**src/rtl/greyscaler_pkg.sv**
```systemverilog
// rtl/greyscaler_pkg.sv - mode encoding and fixed-point coefficients for the greyscaler
package greyscaler_pkg;

    typedef enum logic [1:0] {
        GS_PASS   = 2'b00,
        GS_LUMA   = 2'b01,
        GS_AVG    = 2'b10,
        GS_THRESH = 2'b11
    } gs_mode_t;

    localparam int COEF_R   = 77;
    localparam int COEF_G   = 150;
    localparam int COEF_B   = 29;
    localparam int COEF_AVG = 86;
    localparam int ROUND    = 128;
    localparam int SHIFT    = 8;

endpackage

```
**src/rtl/greyscaler_pixel.sv**
```systemverilog
// rtl/greyscaler_pixel.sv - two-stage per-pixel luma/average/threshold datapath
module greyscaler_pixel
    import greyscaler_pkg::*;
#(
    parameter int CW = 8
) (
    input  logic            clk,
    input  logic            rst_n,
    input  logic            en,
    input  logic [3*CW-1:0] pix,
    input  logic [1:0]      mode,
    input  logic [CW-1:0]   thr,
    output logic [3*CW-1:0] pix_out
);

    localparam int PW = CW + 10;
    localparam logic [CW-1:0] MAX = {CW{1'b1}};

    logic [PW-1:0]   r, g, b;
    logic [PW-1:0]   luma_next, avg_next;
    logic [PW-1:0]   luma_sum, avg_sum;
    logic [3*CW-1:0] raw;
    logic [CW-1:0]   luma, avg, bin;
    logic [3*CW-1:0] result;
    logic            unused_bits;

    assign r = PW'(pix[2*CW +: CW]);
    assign g = PW'(pix[CW +: CW]);
    assign b = PW'(pix[0 +: CW]);

    assign luma_next = PW'(COEF_R) * r + PW'(COEF_G) * g + PW'(COEF_B) * b + PW'(ROUND);
    assign avg_next  = PW'(COEF_AVG) * (r + g + b) + PW'(ROUND);

    always_ff @(posedge clk or negedge rst_n) begin
        if (!rst_n) begin
            luma_sum <= '0;
            avg_sum  <= '0;
            raw      <= '0;
        end else if (en) begin
            luma_sum <= luma_next;
            avg_sum  <= avg_next;
            raw      <= pix;
        end
    end

    // Luma never exceeds MAX; the average can reach MAX+2 and must saturate.
    assign luma = luma_sum[SHIFT +: CW];
    assign avg  = (|avg_sum[PW-1:SHIFT+CW]) ? MAX : avg_sum[SHIFT +: CW];
    assign bin  = (luma >= thr) ? MAX : '0;
    assign unused_bits = ^{luma_sum[PW-1:SHIFT+CW], luma_sum[SHIFT-1:0], avg_sum[SHIFT-1:0]};

    always_comb begin
        result = raw;
        case (mode)
            GS_LUMA:   result = {3{luma}};
            GS_AVG:    result = {3{avg}};
            GS_THRESH: result = {3{bin}};
            default:   result = raw;
        endcase
    end

    always_ff @(posedge clk or negedge rst_n) begin
        if (!rst_n) begin
            pix_out <= '0;
        end else if (en) begin
            pix_out <= result;
        end
    end

endmodule

```
**src/rtl/axis_greyscaler_v2.sv**
```systemverilog
// rtl/axis_greyscaler_v2.sv - AXI4-Stream multi-pixel greyscaler with per-frame mode latch
module axis_greyscaler_v2
    import greyscaler_pkg::*;
#(
    parameter int CHANNEL_WIDTH   = 8,
    parameter int PIXELS_PER_BEAT = 1
) (
    input  logic                                         s_axis_aclk,
    input  logic                                         s_axis_aresetn,
    input  logic [3*CHANNEL_WIDTH*PIXELS_PER_BEAT-1:0]   S_AXIS_TDATA,
    input  logic                                         S_AXIS_TVALID,
    output logic                                         S_AXIS_TREADY,
    input  logic                                         S_AXIS_VIDEO_TUSER,
    input  logic                                         S_AXIS_VIDEO_TLAST,
    output logic [3*CHANNEL_WIDTH*PIXELS_PER_BEAT-1:0]   M_AXIS_TDATA,
    output logic                                         M_AXIS_TVALID,
    input  logic                                         M_AXIS_TREADY,
    output logic                                         M_AXIS_VIDEO_TUSER,
    output logic                                         M_AXIS_VIDEO_TLAST,
    input  logic [1:0]                                   mode,
    input  logic [CHANNEL_WIDTH-1:0]                     threshold,
    output logic [1:0]                                   active_mode,
    output logic [15:0]                                  frame_count
);

    localparam int CW         = CHANNEL_WIDTH;
    localparam int PIX_W      = 3 * CW;
    localparam int DATA_WIDTH = PIX_W * PIXELS_PER_BEAT;

    logic          rst_done;
    logic          adv, accept, sof;
    logic [CW-1:0] active_thr;
    logic [1:0]    eff_mode;
    logic [CW-1:0] eff_thr;
    logic          s1_valid, s1_user, s1_last;
    logic [1:0]    s1_mode;
    logic [CW-1:0] s1_thr;
    logic          s2_valid, s2_user, s2_last;

    assign adv           = !s2_valid || M_AXIS_TREADY;
    assign S_AXIS_TREADY = adv && rst_done;
    assign accept        = S_AXIS_TVALID && S_AXIS_TREADY;
    assign sof           = accept && S_AXIS_VIDEO_TUSER;

    // The SOF beat itself already uses the freshly requested settings.
    assign eff_mode = sof ? mode : active_mode;
    assign eff_thr  = sof ? threshold : active_thr;

    always_ff @(posedge s_axis_aclk or negedge s_axis_aresetn) begin
        if (!s_axis_aresetn) begin
            rst_done    <= 1'b0;
            active_mode <= GS_PASS;
            active_thr  <= '0;
            frame_count <= '0;
        end else begin
            rst_done <= 1'b1;
            if (sof) begin
                active_mode <= mode;
                active_thr  <= threshold;
                frame_count <= frame_count + 16'd1;
            end
        end
    end

    always_ff @(posedge s_axis_aclk or negedge s_axis_aresetn) begin
        if (!s_axis_aresetn) begin
            s1_valid <= 1'b0;
            s1_user  <= 1'b0;
            s1_last  <= 1'b0;
            s1_mode  <= GS_PASS;
            s1_thr   <= '0;
            s2_valid <= 1'b0;
            s2_user  <= 1'b0;
            s2_last  <= 1'b0;
        end else if (adv) begin
            s1_valid <= accept;
            s1_user  <= accept && S_AXIS_VIDEO_TUSER;
            s1_last  <= accept && S_AXIS_VIDEO_TLAST;
            s1_mode  <= eff_mode;
            s1_thr   <= eff_thr;
            s2_valid <= s1_valid;
            s2_user  <= s1_user;
            s2_last  <= s1_last;
        end
    end

    assign M_AXIS_TVALID      = s2_valid;
    assign M_AXIS_VIDEO_TUSER = s2_user;
    assign M_AXIS_VIDEO_TLAST = s2_last;

    // Stage-1 mode/threshold registers feed every pixel's stage-2 mux.
    for (genvar p = 0; p < PIXELS_PER_BEAT; p++) begin : g_pix
        greyscaler_pixel #(
            .CW (CW)
        ) u_pixel (
            .clk     (s_axis_aclk),
            .rst_n   (s_axis_aresetn),
            .en      (adv),
            .pix     (S_AXIS_TDATA[p*PIX_W +: PIX_W]),
            .mode    (s1_mode),
            .thr     (s1_thr),
            .pix_out (M_AXIS_TDATA[p*PIX_W +: PIX_W])
        );
    end

    logic [DATA_WIDTH-1:0] unused_width_probe;
    assign unused_width_probe = M_AXIS_TDATA;

endmodule

```
**config.mk**
```make
export PLATFORM = sky130hd
export DESIGN_NAME = axis_greyscaler_v2
export DESIGN_NICKNAME = d
export VERILOG_FILES = /design/src/rtl/greyscaler_pkg.sv /design/src/rtl/greyscaler_pixel.sv /design/src/rtl/axis_greyscaler_v2.sv
export SDC_FILE = /design/constraint.sdc
export NUM_CORES = 1
export LEC_CHECK = 0
export BUFFER_PORTS_ARGS = -buffer_cell sky130_fd_sc_hd__buf_2
export CAP_MARGIN = 25
export CELL_PAD_IN_SITES_DETAIL_PLACEMENT = 0
export CELL_PAD_IN_SITES_GLOBAL_PLACEMENT = 2
export CORE_MARGIN = 8
export CORE_UTILIZATION = 43
export DETAILED_ROUTE_END_ITERATION = 8
export PLACE_DENSITY_LB_ADDON = 0.1
export SYNTH_ARGS = -nofsm -noshare
export SYNTH_HDL_FRONTEND = slang
export SYNTH_HIERARCHICAL = 1
export SYNTH_SLANG_ARGS = --single-unit
```
**constraint.sdc**
```tcl
create_clock -name s_axis_aclk -period 3.8 [get_ports s_axis_aclk]
set_clock_uncertainty 0.05 [all_clocks]
set_input_delay 0.76 -clock s_axis_aclk [delete_from_list [all_inputs] [get_ports s_axis_aclk]]
set_output_delay 0.76 -clock s_axis_aclk [all_outputs]
set_load 0.05 [all_outputs]
```
======== Word level (Yosys, flattened, before mapping) ========
Index checks and enable logic that the tools add are counted.
word-level totals
  bits in registers ....................... 125
  bits of input ports ..................... 40
  output and inout port bits .............. 46
  logic and storage cells ................. 43
cells by class
  $add $sub $neg .......................... 7
  multipliers ............................. 4
  order comparisons ....................... 1
  eq/ne operators ......................... 3
  multiplexer cells ....................... 5
  reduce and logical (&&, ||, !) cells .... 7
operator list
  cell                                               count
  case mux 24 bit (3 select lines)                   1
  adder 16 bit                                       2
  multiplier 7 x 8 -> 15 bit, first input constant   2
  two-way mux 8 bit                                  3
  adder 18 x 8 -> 18 bit                             1
  adder 18 x 8 -> 18 bit, second input constant      1
  multiplier 6 x 18 -> 17 bit, first input constant  1
  adder 16 x 1 -> 16 bit, second input constant      1
  adder 16 x 8 -> 16 bit, second input constant      1
  multiplier 5 x 8 -> 13 bit, first input constant   1
  adder 8 x 8 -> 9 bit                               1
  >= comparator 8 bit                                1
  == test 2 bit, second input constant               2
  logical AND 1 bit                                  4
  == test 2 x 1 -> 1 bit, second input constant      1
  two-way mux 2 bit                                  1
  OR reduction 2 bit                                 1
  zero test 1 bit                                    1
  logical OR 1 bit                                   1

======== Logic depth before layout (Yosys ltp) ========
Gate-level depths: netlist of the first run.
  depth in word-level cells ............... 6
  depth in mapped cells ................... 29
  mapped depth without buffers ............ 28

======== Hierarchy ========
Netlist of the first run, hierarchy kept.
modules (own cells, without submodules)
  module              instances  cells an instance  area each (um^2)  seq. area each (um^2)
  greyscaler_pixel    1          812                7983.9            1651.6
  axis_greyscaler_v2  1          130                1799.2            1076.0

======== Worst setup path after synthesis of the first run ========
No wires, ideal clock.
  path type ............................... in2reg
  start point ............................. in S_AXIS_TDATA[12]
  end point ............................... reg g_pix[0].u_pixel.luma_sum[15]
  setup time .............................. 136 ps
  arrival time ............................ 6773 ps
  data required time ...................... 3614 ps
  setup slack ............................. -3158 ps
  stages .................................. 24
  path buffers ............................ 0
  path through ............................ ha_1 ha_1 inv_1 fa_1 fa_1 inv_1 ha_1 xnor2_1 fa_1 fa_1 inv_1 fa_1 inv_1 fa_1 ha_1 ha_1 and2_1 o21ai_0 o211ai_1 a31oi_1 o21bai_1 a21oi_1 xnor2_1 a21oi_1
between the ends
  cells in the longest elaborated chain, start to end .. 4
ends and longest elaborated chain
  item                        RTL line                  text
  start: declaration          axis_greyscaler_v2.sv:10  input logic [3*CHANNEL_WIDTH*PIXELS_PER_BEAT-1:0] S_AXIS_TDATA,
  multiplier 7 x 8 -> 15 bit  greyscaler_pixel.sv:31    assign luma_next = PW'(COEF_R) * r + PW'(COEF_G) * g + PW'(COEF_B) * b + PW'(ROUND);
  adder 16 bit (2 in a row)   greyscaler_pixel.sv:31
  adder 16 x 8 -> 16 bit      greyscaler_pixel.sv:31
  end signal: assignment      greyscaler_pixel.sv:40    luma_sum <= luma_next;
  end: declaration            greyscaler_pixel.sv:21    logic [PW-1:0] luma_sum, avg_sum;
Every way passes these cells.
A chain may end at the register's enable or synchronous reset.

======== Worst setup path in the final report of the first run ========
  start point ............................. in S_AXIS_TDATA[13]
  end point ............................... reg g_pix[0].u_pixel.luma_sum[10]
The elaborated chain is that of the path after synthesis.

==> results of run 1 <==
[critical path, delay by kind of cell]
kind,cells,cell delay (ns)
muxes,1,0.26
AOI/OAI and AO/OA,3,0.46
xor gates and xnor gates,2,0.23
and+or+nand+nor,1,0.14
buffers and inverters,8,0.64
adders and majority gates,11,3.99
[per-stage QoR]
step	cells	area, um^2
4_1_cts	1481	13000
2_1_floorplan	942	10100
5_1_grt	1478	13100
6_report	1478	13100
3_5_place_dp	1433	11800
3_3_place_gp	1433	11800
[logic make-up (layout without fill, tap and decap cells)]
family / Yosys count / after routing / synth area share (%)
fa+ha+maj: 222 / 222 / 34.2
other cells: 1 / 1 / 0.0383
xor+xnor: 65 / 65 / 5.82
compound gates: 120 / 120 / 8.82
buf+inv: 172 / 423 / 7.06
flops: 109 / 109 / 27.9
mux: 51 / 51 / 6.10
simple gates: 202 / 202 / 10.1
[final cells by class]
cell class / count / share of cell area [%]
inverter: 148 / 4.33
clock buffer: 9 / 1.72
clock inverter: 7 / 0.553
sequential: 109 / 20.8
tap: 285 / 2.72
multi-input combinational: 661 / 55.4
timing repair buffer: 259 / 14.5
[registers in the layout, summed over array words and instances (netlist names), 2 cells and up]
| register | flops |
|---|---|
| active_mode | 2 |
| frame_count | 16 |
| g_pix.u_pixel/pix_out | 24 |
| s1_thr | 8 |
| active_thr | 8 |
| s1_mode | 2 |
| g_pix.u_pixel/luma_sum | 8 |
| g_pix.u_pixel/avg_sum | 10 |
| g_pix.u_pixel/raw | 24 |
[layer usage]
metal / global-route usage (%) / vias to the layer above / wire [um]
met3: 2.17 / 17 / 533
met2: 33.2 / 75 / 12700
met1: 23.5 / 3630 / 11400
li1: - / 3662 / -
met4: 4.23 / 0 / 259
met5: 0 / - / 0
[timing repair]
action,in CTS,in global routing
setup buffers,35,5
endpoints found under the setup margin,18,18
cloned,0,0
gates resized for setup,117,27
pin swaps,85,46
[layout by cell type, fill, tap and decap left out, types with 30 or more instances in the layout]
cell type,n
buf_4,155
inv_1,131
ha_1,114
dfrtp_1,109
buf_2,75
fa_1,72
nand2_1,68
nor2_1,52
mux2_2,41
xnor2_1,30
ha_4,30
[path summary, 6_finish.rpt]
check / startpoint / to / slack, ns / cells past startpoint
worst max-delay path: S_AXIS_TDATA[13] / g_pix[0].u_pixel/luma_sum[10]$_DFFE_PN0P_ / -2.50 / 26
worst min-delay path: s_axis_aresetn / M_AXIS_TVALID$_DFFE_PN0P_ / 0.37 / 1
worst max register to register: g_pix[0].u_pixel/luma_sum[8]$_DFFE_PN0P_ / g_pix[0].u_pixel/pix_out[6]$_DFFE_PN0P_ / 1.04 / 12
worst min register to register: frame_count[15]$_DFFE_PN0P_ / frame_count[15]$_DFFE_PN0P_ / 0.41 / 1
max in group asynchronous: s_axis_aresetn / g_pix[0].u_pixel/pix_out[19]$_DFFE_PN0P_ / 2.57 / 2
min in group s_axis_aclk: frame_count[15]$_DFFE_PN0P_ / frame_count[15]$_DFFE_PN0P_ / 0.41 / 1
==> summary.md, run 1 <==
| Metric | Value |
|---|---|
| Status | `complete, but fails checks` |
| Failing checks | `negative setup slack` |
| Async S/R FF share, synth | `100%` |
| Final setup vio count | `18` |
| Max Fanout on Critical Path | `3` |
| Final slew viol count | `0` |
| Vias per cell | `5.00` |
| Post-DP HPWL | `around 20 mm` |
| Mapped Cells | `between 900 and 1,000` |
| Initial antenna violation count | `0` |
| Largest net degree at the start of global routing | `63` |
| CP Capture Type | `flop` |
| Final setup TNS | `-38.25 ns` |
| RSZ-0062 raised after global routing | `yes` |
| First-pass iteration count of the detailed router | `4` |
| Worst skew pair latency | `0.35 ns` |
| Synth cell count leaders | `147 x inv_1, 146 x ha_1, 109 x dfrtp_1, 76 x fa_1, 70 x nand2_1` |
| Initial DRC Count | `261` |
| Ant diodes | `0` |
| Vias in the first global route | `7,894` |
| Core region area | `between 0.02 and 0.025 mm^2` |
| Max clock buf depth | `2` |
| Cts bufs inserted | `9` |
| Top-count cell post-synth | `inv_1` |
| Share of the synthesized area in the top cell type | `27.9%` |
| Most frequent CP cell | `ha_4` |
| # fillers | `2,004` |
| H-tree depth | `3` |
| GP Congestion | `~0.84` |
| Area occupied by multi-input gates | `between 0.007 and 0.008 mm^2` |
| Seq/Total Area, Yosys | `27.9%` |
| Hold Violations, Final | `0` |
| Layout area overhead | `34.0%` |
| Main synth FF type | `dfrtp_1` |
| WL/cell | `roughly 17 um` |
| Yosys warns | `6` |
| Die Y | `between 150 and 200 um` |
| CTS Root Cell | `clkbuf_16` |
| Fin crit period | `6.30 ns` |
| CP max-delay cell | `fa_1` |
| Total track usage | `between 10% and 20%` |
| Synth Register Bits | `109` |
| Post-synth EDFFs | `0` |
| WS Path Type | `in -> reg` |
| FMAX | `159 MHz` |
| Crit path DAT | `6.49 ns` |
| CTS hold repair buffers | `0` |
| ANT nets after route | `0` |
| Die X | `approximately 170 um` |
| Layout cells sized above 1 | `38.2%` |
| Max-slew headroom | `40.4%` |
| Sequential Area | `0.00273 mm^2` |
| CTS tree | `built` |
| Clock sink count | `between 100 and 150` |
| Class of the worst hold path | `in -> async` |
| Port bufs | `85` |
| Final Worst Setup Slack | `-2.50 ns` |
| Syn nets | `around 1,200` |
| Starting Density | `43.5%` |
| CP Launch Type | `primary input` |
| Required time of the critical path | `3.99 ns` |
| Synth area leader | `dfrtp_1` |
| Total wire length | `24.9 mm` |
| Mean post-synth cell area | `10.4 um^2` |
| Mapped Area | `0.00978 mm^2` |
| Tightest Pin Transition | `0.890 ns` |
| Layout Nets | `1,450` |
| Top area cells in the synthesized netlist | `dfrtp_1 28%, ha_1 19%, fa_1 16%` |
| Part of the cycle the worst path needs | `166%` |
| Overflow after GRT | `0` |
| First-pass GRT wire length | `roughly 42 mm` |
| Slowest stage delay, CP | `0.51 ns` |
| Vias | `7,384` |
| Final Util | `58.3%` |
| Reg clk slew, reported paths | `~0.080 ns` |
| Min Hold Slack | `0.372 ns` |
| Die ar. | `0.0278 mm^2` |
| Pre-CTS setup slack | `-2.97 ns` |
| Distinct cells, synth | `61` |
| I/O pin count | `86` |
| Row count | `55` |
| DRC | `0` |
| Max-cap viol count | `0` |
Power of run 1 is left out: the tool's default activity adds up to more than one toggle a clock period on the data nets, which glitch-free logic cannot reach.
==> run 2, diff against run 1 <==
--- a/config.mk
+++ b/config.mk
@@ -13,6 +13,7 @@
 export CORE_UTILIZATION = 43
 export DETAILED_ROUTE_END_ITERATION = 8
 export PLACE_DENSITY_LB_ADDON = 0.1
+export SETUP_SLACK_MARGIN = 0.1
 export SYNTH_ARGS = -nofsm -noshare
 export SYNTH_HDL_FRONTEND = slang
 export SYNTH_HIERARCHICAL = 1
==> summary.md, run 2 (same netlist as run 1, synthesis figures left out) <==
| Metric | Value |
|---|---|
| Largest net degree at the start of global routing | `63` |
| Commonest non-fill, non-tap cells in the layout | `158 x buf_4, 130 x inv_1, 117 x ha_1, 109 x dfrtp_1, 75 x buf_2` |
| RSZ-0062 raised after global routing | `yes` |
| Crit path DAT | `around 6.5 ns` |
| Biggest regs | `g_pix.u_pixel/pix_out (24), g_pix.u_pixel/raw (24), frame_count (16)` |
| Worst path bufs/invs | `8` |
| CP Depth | `26` |
| Max-cap viol count | `0` |
| WL/cell | `approximately 17 um` |
| Clock sink count | `109` |
| Overflow after GRT | `0` |
| Crit path from | `S_AXIS_TDATA[13]` |
| WS Path Type | `in -> reg` |
| CP Launch Type | `primary input` |
| Final Worst Setup Slack | `-2.49 ns` |
| CP max-delay cell | `fa_1` |
| Cts bufs inserted | `9` |
| Post-DP HPWL | `20.0 mm` |
| Leading cell type in the layout, fill and taps excluded | `buf_4` |
| Initial antenna violation count | `0` |
| Row count | `55` |
| Vias in the first global route | `approximately 8,000` |
| Sequential Area | `0.00273 mm^2` |
| CP Capture Type | `flop` |
| Total track usage | `18.3%` |
| Max Fanout on Critical Path | `3` |
| Fin crit period | `roughly 6.3 ns` |
| Reg2reg setup slack | `1.04 ns` |
| I/O pin count | `86` |
| Required time of the critical path | `3.99 ns` |
| CTS Root Cell | `clkbuf_16` |
| Class of the worst hold path | `in -> async` |
| Starting Density | `between 40% and 50%` |
| CTS hold repair buffers | `0` |
| Reg-to-Reg Start | `g_pix[0].u_pixel/luma_sum[8]$_DFFE_PN0P_` |
| Ant diodes | `0` |
| ANT nets after route | `0` |
| Worst Setup EP | `g_pix[0].u_pixel/luma_sum[10]$_DFFE_PN0P_` |
| Die X | `167 um` |
| Final slew viol count | `0` |
| Die ar. | `roughly 0.028 mm^2` |
| Vias | `between 7,000 and 8,000` |
| Post-placement cell area | `0.0118 mm^2` |
| Max clock buf depth | `2` |
| Part of the cycle the worst path needs | `166%` |
| R2R depth | `12` |
| Worst skew pair latency | `0.35 ns` |
| Final Cell Area | `0.0131 mm^2` |
| Slowest stage delay, CP | `0.51 ns` |
| # fillers | `2,006` |
| Most frequent CP cell | `ha_4` |
| CTS tree | `built` |
| Failing checks | `negative setup slack` |
| Die Y | `167 um` |
| GP Congestion | `0.842` |
| Layout cells sized above 1 | `between 30% and 40%` |
| Layout Nets | `1,454` |
| Vias per cell | `4.98` |
| Final Util | `58.4%` |
| Total wire length | `24.8 mm` |
| Tightest Pin Transition | `0.893 ns` |
| Layout area overhead | `34.4%` |
| DRC | `0` |
| Pre-CTS setup slack | `-2.97 ns` |
| First-pass GRT wire length | `41.0 mm` |
| Status | `complete, but fails checks` |
| Area occupied by multi-input gates | `0.00727 mm^2` |
| H-tree depth | `3` |
| Reg clk slew, reported paths | `0.08 ns` |
| Critical R2R Capture | `g_pix[0].u_pixel/pix_out[6]$_DFFE_PN0P_` |
| Port bufs | `between 80 and 90` |
| First-pass iteration count of the detailed router | `4` |
| Final setup vio count | `18` |
| Hold Violations, Final | `0` |
| Core region area | `0.0225 mm^2` |
| FMAX | `159 MHz` |
| Initial DRC Count | `292` |
| Max-slew headroom | `40.2%` |
| Top delay family on crit path | `adder cells` |
==> run 2: changes by cell type in the layout (fill, tap and decap cells not counted), sizes merged <==
cell	delta
buf	+3
clkbuf	+1
==> run 2: worst reg2reg max path, cell delays in order (launching register included) <==
cell and delay (ns):
dfrtp_1 0.38, inv_1 0.09, ha_1 0.22, nand2b_1 0.14, a21o_1 0.18, a21o_1 0.19, a21o_1 0.17, a21oi_1 0.13
nor2b_1 0.05, o21ai_0 0.17, a22o_1 0.40, buf_4 0.29, a41oi_1 0.14
==> run 2: layout make-up <==
type / instances / share of cell area (%)
clock buffers: 9 / 1.71
clock inverters: 7 / 0.552
inverters: 148 / 4.32
multi-input cells: 661 / 55.3
flip-flops and latches: 109 / 20.8
well taps: 285 / 2.71
repair buffers: 263 / 14.6
==> run 2: per-stage QoR <==
step | hold WS, ns | std cells | TNS [ns]
global placement | 0.397 | 1433 | -48.04
floorplan | 0.385 | 942 | -37.80
CTS | 0.395 | 1475 | -39.74
finish | 0.376 | 1482 | -38.88
detailed placement | 0.404 | 1433 | -48.76
global route | 0.420 | 1482 | -43.24
==> run 2: repair_timing <==
item                                    in CTS  in global routing
endpoints found under the setup margin      18                 18
pin swaps                                   87                 58
buffers inserted                            30                 14
hold endpoints to repair                     0                  0
resized for setup                           94                 53
==> run 2: worst min-delay path by stage <==
stage	startpoint	endpoint	slack, ns	cells after the start
finish	s_axis_aresetn	M_AXIS_TVALID$_DFFE_PN0P_	0.38	1
global route	s_axis_aresetn	M_AXIS_TVALID$_DFFE_PN0P_	0.42	1
floorplan	s1_valid$_DFFE_PN0P_	M_AXIS_TVALID$_DFFE_PN0P_	0.39	1
global placement	M_AXIS_VIDEO_TUSER$_DFFE_PN0P_	M_AXIS_VIDEO_TUSER$_DFFE_PN0P_	0.40	2
CTS	s_axis_aresetn	M_AXIS_TVALID$_DFFE_PN0P_	0.40	1
detailed placement	frame_count[15]$_DFFE_PN0P_	frame_count[15]$_DFFE_PN0P_	0.40	1
==> run 2: per-layer routing <==
metal  wire length (um)  part of all wire, %  GRT usage [%]  vias to the layer above
met3                625                  2.5           2.15                       17
met2              12700                   51           32.6                       78
met5                  0                    0              0                        -
li1                   -                    -              -                     3662
met1              11200                   45           23.3                     3616
met4                265                  1.1           4.23                        0
Power of run 2 is left out for the same reason.
